### src/rtl/adi2axis_burst_sched.sv
// Burst sequencer for the adi2axis capture converter: arms, triggers and paces
// a programmed number of fixed-length DMA bursts, with trigger wait, gap and timeout.
module adi2axis_burst_sched #(
    parameter int BYTES_PER_BEAT = 8,
    parameter int CNT_W          = 16,
    parameter int GAP_W          = 16,
    parameter int TO_W           = 24
) (
    input  logic             AXIS_ACLK,
    input  logic             AXIS_ARESET,
    input  logic             cfg_start,
    input  logic             cfg_abort,
    input  logic [31:0]      cfg_burst_bytes,
    input  logic [CNT_W-1:0] cfg_num_bursts,
    input  logic [GAP_W-1:0] cfg_gap,
    input  logic [TO_W-1:0]  cfg_timeout,
    input  logic             cfg_ext_trig_en,
    input  logic             ext_trig,
    output logic [31:0]      conv_ctrl,
    output logic [31:0]      conv_num_bytes,
    output logic             conv_trig,
    input  logic [31:0]      conv_stat,
    input  logic             conv_ovf,
    output logic             busy,
    output logic             run_done,
    output logic             err_cfg,
    output logic             err_timeout,
    output logic [CNT_W-1:0] burst_cnt,
    output logic [15:0]      ovf_cnt
);

    typedef enum logic [2:0] {IDLE, ARM, WAIT_TRIG, RUN, GAP, DONE} state_t;

    state_t           state;
    logic             arm_cnt;
    logic [GAP_W-1:0] gap_cnt;
    logic [TO_W-1:0]  to_cnt;
    logic [CNT_W-1:0] num_bursts_q;
    logic [GAP_W-1:0] gap_q;
    logic [TO_W-1:0]  timeout_q;
    logic             trig_en_q;
    logic             trig_prev;

    logic             start_ok;
    logic             trig_edge;
    logic [CNT_W-1:0] burst_next;
    logic [TO_W-1:0]  to_next;
    logic [GAP_W-1:0] gap_load;
    logic [15:0]      ovf_next;
    logic             unused_stat;

    assign start_ok   = (cfg_burst_bytes != 32'd0) &&
                        ((cfg_burst_bytes % 32'(BYTES_PER_BEAT)) == 32'd0);
    assign trig_edge  = ext_trig & ~trig_prev;
    assign burst_next = (&burst_cnt) ? burst_cnt : burst_cnt + 1'b1;
    assign to_next    = to_cnt + 1'b1;
    // Gap lasts at least two cycles so the converter's registered reset lands.
    assign gap_load   = (gap_q < GAP_W'(2)) ? GAP_W'(1) : gap_q - 1'b1;
    assign ovf_next   = (&ovf_cnt) ? ovf_cnt : ovf_cnt + 1'b1;
    assign unused_stat = &{1'b0, conv_stat[31:2], conv_stat[0]};

    always_ff @(posedge AXIS_ACLK or posedge AXIS_ARESET) begin
        if (AXIS_ARESET) begin
            state          <= IDLE;
            arm_cnt        <= 1'b0;
            gap_cnt        <= '0;
            to_cnt         <= '0;
            num_bursts_q   <= '0;
            gap_q          <= '0;
            timeout_q      <= '0;
            trig_en_q      <= 1'b0;
            trig_prev      <= 1'b0;
            conv_ctrl      <= 32'd0;
            conv_num_bytes <= 32'd0;
            conv_trig      <= 1'b0;
            busy           <= 1'b0;
            run_done       <= 1'b0;
            err_cfg        <= 1'b0;
            err_timeout    <= 1'b0;
            burst_cnt      <= '0;
            ovf_cnt        <= '0;
        end else begin
            trig_prev <= ext_trig;
            run_done  <= 1'b0;
            err_cfg   <= 1'b0;
            if (cfg_abort && state != IDLE) begin
                state     <= IDLE;
                conv_ctrl <= 32'd0;
                conv_trig <= 1'b0;
                busy      <= 1'b0;
            end else begin
                case (state)
                    IDLE: begin
                        if (cfg_start) begin
                            if (start_ok) begin
                                num_bursts_q   <= cfg_num_bursts;
                                gap_q          <= cfg_gap;
                                timeout_q      <= cfg_timeout;
                                trig_en_q      <= cfg_ext_trig_en;
                                conv_num_bytes <= cfg_burst_bytes;
                                burst_cnt      <= '0;
                                ovf_cnt        <= '0;
                                err_timeout    <= 1'b0;
                                arm_cnt        <= 1'b1;
                                conv_ctrl      <= 32'd0;
                                busy           <= 1'b1;
                                state          <= ARM;
                            end else begin
                                err_cfg <= 1'b1;
                            end
                        end
                    end
                    ARM: begin
                        if (arm_cnt) begin
                            arm_cnt <= 1'b0;
                        end else if (trig_en_q) begin
                            conv_ctrl <= 32'd1;
                            state     <= WAIT_TRIG;
                        end else begin
                            conv_ctrl <= 32'd1;
                            conv_trig <= 1'b1;
                            to_cnt    <= '0;
                            state     <= RUN;
                        end
                    end
                    WAIT_TRIG: begin
                        if (trig_edge) begin
                            conv_trig <= 1'b1;
                            to_cnt    <= '0;
                            state     <= RUN;
                        end
                    end
                    RUN: begin
                        to_cnt <= to_next;
                        if (conv_ovf) ovf_cnt <= ovf_next;
                        if (conv_stat[1]) begin
                            burst_cnt <= burst_next;
                            conv_ctrl <= 32'd0;
                            conv_trig <= 1'b0;
                            if (num_bursts_q != '0 && burst_next == num_bursts_q) begin
                                state <= DONE;
                            end else begin
                                gap_cnt <= gap_load;
                                state   <= GAP;
                            end
                        end else if (timeout_q != '0 && to_next == timeout_q) begin
                            err_timeout <= 1'b1;
                            conv_ctrl   <= 32'd0;
                            conv_trig   <= 1'b0;
                            busy        <= 1'b0;
                            state       <= IDLE;
                        end
                    end
                    GAP: begin
                        if (gap_cnt != '0) begin
                            gap_cnt <= gap_cnt - 1'b1;
                        end else if (trig_en_q) begin
                            conv_ctrl <= 32'd1;
                            state     <= WAIT_TRIG;
                        end else begin
                            conv_ctrl <= 32'd1;
                            conv_trig <= 1'b1;
                            to_cnt    <= '0;
                            state     <= RUN;
                        end
                    end
                    DONE: begin
                        run_done <= 1'b1;
                        busy     <= 1'b0;
                        state    <= IDLE;
                    end
                    default: begin
                        conv_ctrl <= 32'd0;
                        conv_trig <= 1'b0;
                        busy      <= 1'b0;
                        state     <= IDLE;
                    end
                endcase
            end
        end
    end

endmodule

### config.mk
export PLATFORM = sky130hd
export DESIGN_NAME = adi2axis_burst_sched
export DESIGN_NICKNAME = d
export VERILOG_FILES = /design/src/rtl/adi2axis_burst_sched.sv
export SDC_FILE = /design/constraint.sdc
export NUM_CORES = 1
export LEC_CHECK = 0
export ABC_AREA = 1
export CAP_MARGIN = 20
export CORE_ASPECT_RATIO = 2
export CORE_UTILIZATION = 50
export CTS_BUF_LIST = sky130_fd_sc_hd__clkbuf_16
export CTS_CLUSTER_SIZE = 12
export DETAILED_ROUTE_END_ITERATION = 16
export GPL_TIMING_DRIVEN = 0
export PLACE_DENSITY_LB_ADDON = 0.12
export SLEW_MARGIN = 20
export SYNTH_ARGS = -nofsm -noshare
export SYNTH_HDL_FRONTEND = slang
export SYNTH_SLANG_ARGS = --single-unit
### constraint.sdc
create_clock -name AXIS_ACLK -period 10.1 [get_ports AXIS_ACLK]
set_input_delay 1.515 -clock AXIS_ACLK [delete_from_list [all_inputs] [get_ports AXIS_ACLK]]
set_output_delay 1.515 -clock AXIS_ACLK [all_outputs]
set_load 0.02 [all_outputs]
==> key figures, run 1 <==
Worst setup path
  – Critical path cell sequence: clkdlybuf4s50_1 -> inv_1 -> nand4_1 -> nor3_1 -> nand4_1 -> nand3_1 -> nand2_1 -> inv_1 -> nor2_1 -> nand2_1 -> inv_1 -> clkbuf_1 -> clkbuf_1 -> o21ai_0
  – CP Class: input pin to flip-flop
  – Crit start category: input pin
  – Critical path fanouts, max: 10
  – CP max stage delay: between 500 and 600 ps
  – CP Data Arrival Time: about 4100 ps
  – Worst path slowest cell: clkbuf_1
  – Worst reg2reg path depth: 19
  – Reg2reg start: to_cnt[0]
  – Flop2flop setup slack: 6930 ps
  – WP data required: around 10,000 ps
  – R2r endpoint: state[0]
  – Most common cell on crit path: inv_1
  – CP Capture Type: flip-flop

Hold path
  – Hold Path Stages: 2
  – Worst hold path class: flip-flop to flip-flop
  – HP Start: conv_num_bytes[1]
  – Hold Path End: conv_num_bytes[1]

Clock network
  – Skew-Pair Late Insertion Delay: ~440 ps
  – Clock root cell: clkbuf_16
  – Post-CTS Hold Fix Bufs: 0
  – Inserted Clock Buffers: 17
  – Clock transition at path regs: around 60 ps
  – CTS max path bufs: 2
  – CTS tree: built
  – H-tree lvl count: 4
  – CTS Sinks: 172
  – Post-CTS sizing: 0
  – Setup Fix Bufs, Post-CTS: 0

Global routing
  – Grt ovf: 0
  – GRT Total Usage: 31.01%
  – Pin count of the biggest net entering global routing: between 100 and 150
  – First-pass GRT wire length: 47,880 um
  – Initial antenna violation count: 1
  – Number of global-route vias before repair: roughly 9,600

Die
  – Die X: between 100 and 150 um
  – Die Area: 20,510 um^2
  – Die Ht: ~200 um
  – Core area: between 15,000 and 20,000 um^2
  – Core Rows: 72
  – I/O pin total: about 230
  – Initial core utilization: 51.16%

Synth
  – Post-Synth XOR/XNOR Area: under 10%
  – Synth Area in Simple Gates: between 30% and 40%
  – Dominant cell type by area after synthesis: dfrtp_1
  – Post-Syn Area: around 10000 um^2
  – Synth Area in Compound Gates: ~10%
  – Average size of a mapped cell: between 7 and 8 um^2
  – Gate Count Post-Synth: approximately 1,400
  – Mux contribution to synthesized area: 0%
  – Adder-Cell Fraction of Synth Area: less than 1%
  – Most used DFF post-synth: dfrtp_1
  – Post-synth EDFFs: 0
  – Top-count cell post-synth: nand2_1
  – Commonest cells post-synth: 444 x nand2_1, 177 x inv_1, 172 x dfrtp_1
  – Synth async-reset ratio: 100.0%
  – Synth warn: 0
  – Largest family of logic cells by synthesized area: simple AND/OR/NAND/NOR gates
  – Synth cell types: 43
  – Synth top area share: between 40% and 50%
  – Sequential area share after synthesis: between 40% and 50%
  – Register bit total from synthesis: between 150 and 200
  – Area contributors post-synth: dfrtp_1 43%, nand2_1 17%, inv_1 6.7%, o21ai_0 5.4%, nor2_1 5.1%

Power
  – Pwr dens: ~250 nW/um^2
  – Leak pwr: 5.967 nW
  – Max VDD drop: approximately 160 uV

Timing
  – Slew headroom: between 40% and 50%
  – Final hold violation count: 0
  – Period utilization: 37.71%
  – Final WS setup: between 6000 and 7000 ps
  – Slew Viols, Final: 0
  – Fin crit period: about 3800 ps
  – WHS: around 460 ps
  – Final setup TNS: 0 ps
  – Layout Skew: 8.705 ps
  – FMAX: approximately 0.26 GHz
  – Final setup fails: 0
  – Unrepaired setup endpoints after global routing: no
  – Worst slew pin tran: around 840 ps

Place
  – Dpl cells: around 1,900
  – Hpwl dp: roughly 24,000 um
  – RD Place Congestion: roughly 0.95
  – Pre-CTS setup slack: between 5000 and 6000 ps
  – Port bufs: ~170

Cells and area
  – Fin nets: about 1,700
  – Fraction of layout cells with a size suffix above 1: under 10%
  – Layout Utilization: 64.83%
  – Area Overhead vs Synth: 26.71%
  – Final non-filler cell total: 1,883

Job
  – Number of max-cap violations: 0

Route
  – DR vias/cell: 5.227
  – TritonRoute pass-1 iters: 5
  – Drt first-iter violations: 504
  – Final ANT Viol Nets: 0
  – Final WL: around 31,000 um
  – Post-route DRC: 0
  – Via count: approximately 9,800
  – DR WL/cell: 16.26 um

Outcome
  – Run status: finished clean
==> critical path: cells and delay by family <==
| kind | cells | cell delay, ps |
|---|---|---|
| AO/OA/AOI/OAI | 1 | 160 |
| buffers and inverters | 6 | 1700 |
| AND/OR/NAND/NOR | 7 | 690 |
==> power breakdown <==
| part | internal, mW | switching, mW |
|---|---|---|
| Clock | 0.333 | 0.280 |
| Sequential | 0.926 | 0.206 |
| Combinational | 0.520 | 0.860 |
| Total | 1.78 | 1.35 |
==> flip-flops by register name (all words and copies together) (netlist names) <==
| name | cells |
|---|---|
| to_cnt | 24 |
| gap_q | 16 |
| timeout_q | 24 |
| err_timeout | 1 |
| trig_en_q | 1 |
| arm_cnt | 1 |
| conv_num_bytes | 32 |
| conv_ctrl | 1 |
| busy | 1 |
| trig_prev | 1 |
| state | 3 |
| err_cfg | 1 |
| conv_trig | 1 |
| run_done | 1 |
| burst_cnt | 16 |
| ovf_cnt | 16 |
| gap_cnt | 16 |
| num_bursts_q | 16 |
==> area by class of cell <==
class | count | area (um^2)
Antenna cell | 1 | 2.502
Buffer | 64 | 372.9
Clock buffer | 17 | 425.4
Clock inverter | 13 | 107.6
Fill cell | 1805 | 6844
Inverter | 183 | 694.4
Multi-Input combinational cell | 1008 | 4705
Sequential cell | 172 | 4304
Tap cell | 259 | 324.1
Timing Repair Buffer | 166 | 1679
==> how the worst max path moves through the flow <==
stage | startpoint | endpoint | slack, ps | cells past startpoint
6_report | cfg_burst_bytes[6] | gap_q[15] | 6290 | 14
3_5_place_dp | cfg_burst_bytes[6] | gap_q[15] | 5810 | 14
3_3_place_gp | AXIS_ARESET | gap_cnt[7] | 1500 | 2
5_1_grt | cfg_burst_bytes[15] | gap_q[15] | 6000 | 14
2_1_floorplan | AXIS_ARESET | arm_cnt | 3920 | 1
4_1_cts | cfg_burst_bytes[6] | gap_q[15] | 6240 | 14
==> metal layers <==
| layer | track usage [%] | part of all wire (%) |
|---|---|---|
| met1 | 32.98 | 36 |
| met2 | 57.84 | 56 |
| met3 | 3.821 | 3.5 |
| met4 | 15.79 | 4.4 |
| met5 | 0 | 0 |
==> cell families after synthesis <==
logic type,Yosys count
XOR/XNOR,38
buffers and inverters,247
AO/OA/AOI/OAI,176
other,1
flip-flops,172
AND/OR/NAND/NOR,758
adder cells (fa/ha/maj),5
==> per-stage QoR <==
stage | total power [mW] | instance area (um^2)
after global placement | 2.485 | 12040
after global routing | 3.345 | 12610
after detailed placement | 2.512 | 12080
after CTS | 3.135 | 12610
final | 3.125 | 12610
after floorplan | 1.971 | 10070
==> cells in the final DEF (no fill, tap or decap), types with 4 or more instances in the layout <==
cell	Yosys	routed
a21oi_1	10	10
buf_2	4	4
buf_4	32	32
clkbuf_1	25	25
clkbuf_16	0	17
clkdlybuf4s50_1	0	165
clkinv_1	3	4
clkinvlp_4	0	6
conb_1	1	31
dfrtp_1	172	172
ha_1	5	5
inv_1	177	179
nand2_1	444	444
nand3_1	95	95
nand3b_1	10	10
nand4_1	29	29
nor2_1	135	135
nor3_1	17	17
nor4_1	6	6
o21ai_0	108	108
o22ai_1	35	35
o31ai_1	12	12
xnor2_1	4	4
xor2_1	34	34
(Power assumes the default switching activity.)
==> inputs of run 2 (changes only) <==
--- a/config.mk
+++ b/config.mk
@@ -8,7 +8,7 @@
 export ABC_AREA = 1
 export CAP_MARGIN = 20
 export CORE_ASPECT_RATIO = 2
-export CORE_UTILIZATION = 50
+export CORE_UTILIZATION = 46
 export CTS_BUF_LIST = sky130_fd_sc_hd__clkbuf_16
 export CTS_CLUSTER_SIZE = 12
 export DETAILED_ROUTE_END_ITERATION = 16
==> constraint.sdc (replaced) <==
create_clock -name AXIS_ACLK -period 3.4 [get_ports AXIS_ACLK]
set_input_delay 0.51 -clock AXIS_ACLK [delete_from_list [all_inputs] [get_ports AXIS_ACLK]]
set_output_delay 0.51 -clock AXIS_ACLK [all_outputs]
set_load 0.02 [all_outputs]
==> run 2 against run 1 <==
Net effect:
- routed wire length rose by 3.2%
- critical path depth rose by 5
- final area rose by 1.1%
- die area rose by 8.6%
- setup slack got worse by 6000 ps
- utilization fell by 4.4 points
- flip-flop and latch count did not move
- clock skew fell by 2.4 ps
- sequential power rose to 3.0 times the previous value
- via count rose by 0.84%
- global-route usage fell by 1.2 points
==> key figures, run 2 (synthesis results as in run 1) <==
Cells and area
  – Fin nets: 1,751
  – Area Overhead vs Synth: 28.11%
  – Most frequent cells in the layout: 444 x nand2_1, 180 x inv_1, 171 x dfrtp_1
  – Fillcell total: a little over 2,000
  – Largest regs: conv_num_bytes (32), timeout_q (24), to_cnt (24)
  – Biggest register: conv_num_bytes
  – Number of flip-flops in the largest register: 32
  – Most common library cell in the layout ignoring fill and taps: nand2_1
  – Final non-filler cell total: 1,901
  – Register area: 4305 um^2
  – Multi-input logic area: between 4000 and 5000 um^2
  – Fraction of layout cells with a size suffix above 1: 5.518%

Worst setup path
  – Critical path cell sequence: ha_2 -> nand2_1 -> nor2_4 -> nand2_1 -> nand2_1 -> nand2_1 -> nand2_1 -> nand2_1 -> nor2_1 -> nand2_1 -> nor2_1 -> nand2_1 -> nor2_1 -> nand3_1 -> nand3_1 -> nand2_1 -> nor2_1 -> nand2_1 -> nand2_1
  – CP Capture Type: flip-flop
  – Crit start category: flip-flop
  – CP Class: flip-flop to flip-flop
  – CP Buf/Inv Count: 0
  – Worst path slowest cell: dfrtp_2
  – CP max stage delay: 440 ps
  – Cell family with most CP delay: simple AND/OR/NAND/NOR gates
  – WP data required: 3770 ps
  – Critical path fanouts, max: 8
  – CP Data Arrival Time: roughly 3500 ps
  – Most common cell on crit path: nand2_1

Hold path
  – Worst hold path class: input pin to asynchronous set/reset pin

Clock network
  – Skew-Pair Late Insertion Delay: 440 ps
  – CTS tree: built
  – CTS Sinks: 172
  – Clock root cell: clkbuf_16
  – CTS max path bufs: 2
  – H-tree lvl count: 4
  – Clock transition at path regs: roughly 60 ps
  – Inserted Clock Buffers: 17
  – Post-CTS Hold Fix Bufs: 0

Global routing
  – Initial antenna violation count: 1
  – GRT met1 Usage: 30.22%
  – GR Util met2: a little over half
  – Number of global-route vias before repair: ~9,900
  – GRT Total Usage: between 20% and 30%
  – Grt ovf: 0
  – First-pass GRT wire length: slightly above 50,000 um
  – Met3 GRT Util: under 10%
  – Gr busiest metal: met2
  – Pin count of the biggest net entering global routing: 33

Timing
  – Slew headroom: between 50% and 60%
  – Final hold violation count: 0
  – Worst slew pin tran: 734.5 ps
  – FMAX: between 0.3 and 0.4 GHz
  – Final setup fails: 0
  – Unrepaired setup endpoints after global routing: no
  – WHS: 415.8 ps
  – Layout Skew: roughly 6.3 ps
  – Fin crit period: a little over 3000 ps
  – Period utilization: 91.32%
  – Slew Viols, Final: 0
  – Final setup TNS: 0 ps

Die
  – Core Rows: 75
  – I/O pin total: about 230
  – Die X: 106.0 um
  – Die Ht: 210.1 um
  – Core area: 21,110 um^2
  – Die Area: around 22,000 um^2
  – Initial core utilization: a little under half

Job
  – Number of max-cap violations: 0

Place
  – RD Place Congestion: between 0.9 and 1
  – Port bufs: 165
  – Hpwl dp: 24,960 um
  – Dpl cells: approximately 1,900

Power
  – Psw: roughly 4 mW
  – Clock power frac: around 20%
  – Pint: about 5.4 mW
  – Switching Fraction: between 40% and 50%
  – Pwr dens: between 700 and 800 nW/um^2
  – Comb power frac: 44.2%
  – Leak pwr: about 6.0 nW
  – Overall power: about 9.4 mW
  – Max VDD drop: 395.9 uV
  – Sequential power share: 36.0%

Route
  – DR WL/cell: between 15 and 20 um
  – Final ANT Viol Nets: 0
  – Drt first-iter violations: around 470
  – Final WL: around 32,000 um
  – Via count: slightly below 10,000
  – DR vias/cell: roughly 5.2
  – TritonRoute pass-1 iters: 7
  – Post-route DRC: 0

Outcome
  – Run status: finished clean
-- run 2: what timing repair did --
action	in CTS	in global routing
setup buffers	0	2
hold endpoints to repair	0	0
endpoints found under the setup margin	0	6
resized for setup	0	3
-- run 2: layout make-up --
| cell class | instances | area share [%] |
|---|---|---|
| clock buffer | 17 | 3.335 |
| timing repair buffer | 173 | 14.07 |
| antenna | 1 | 0.01962 |
| multi-input combinational | 1008 | 36.94 |
| tap | 269 | 2.639 |
| inverter | 183 | 5.415 |
| buffer | 64 | 2.923 |
| clock inverter | 14 | 0.9025 |
| sequential | 172 | 33.76 |
-- run 2: worst register-to-register path, cell delays in order (launching register included) --
cell and delay, ps:
dfrtp_2 440, ha_2 270, nand2_1 140, nor2_4 270
nand2_1 180, nand2_1 130, nand2_1 70, nand2_1 70
nand2_1 50, nor2_1 80, nand2_1 60, nor2_1 240
nand2_1 90, nor2_1 190, nand3_1 190, nand3_1 190
nand2_1 130, nor2_1 110, nand2_1 50, nand2_1 70
-- run 2: worst paths after layout --
check,from,to,slack (ps),depth (start not counted)
min in group AXIS_ACLK,conv_num_bytes[1],conv_num_bytes[1],470,2
worst max register to register,to_cnt[0],state[0],300,19
max in group asynchronous,AXIS_ARESET,gap_q[5],2030,5
worst max-delay path,to_cnt[0],state[0],300,19
worst min register to register,conv_num_bytes[1],conv_num_bytes[1],470,2
worst min-delay path,AXIS_ARESET,ovf_cnt[1],420,2
-- run 2: stage by stage --
stage	worst slack, ps	utilization, %	cell area (um^2)
6_report	295.0	60.41	12750
5_1_grt	47.40	60.41	12750
4_1_cts	34.12	60.28	12730
3_5_place_dp	25.75	57.72	12190
3_3_place_gp	-863.4	57.12	12060
2_1_floorplan	693.3	-	10070
-- run 2: power by group through the flow --
stage / Clock, mW / Combinational [mW] / Sequential, mW
floorplan: 0 / 2.33 / 3.53
global placement: 0 / 4.06 / 3.37
detailed placement: 0 / 4.13 / 3.38
CTS: 1.89 / 4.15 / 3.35
global route: 1.96 / 4.59 / 3.45
finish: 1.85 / 4.14 / 3.36
-- run 2: layer usage --
| layer | vias to the layer above | share of wire, % |
|---|---|---|
| met2 | 348 | 54 |
| met3 | 123 | 4.2 |
| met4 | 0 | 6.9 |
| met1 | 4586 | 35 |
| met5 | - | 0 |
| li1 | 4868 | - |
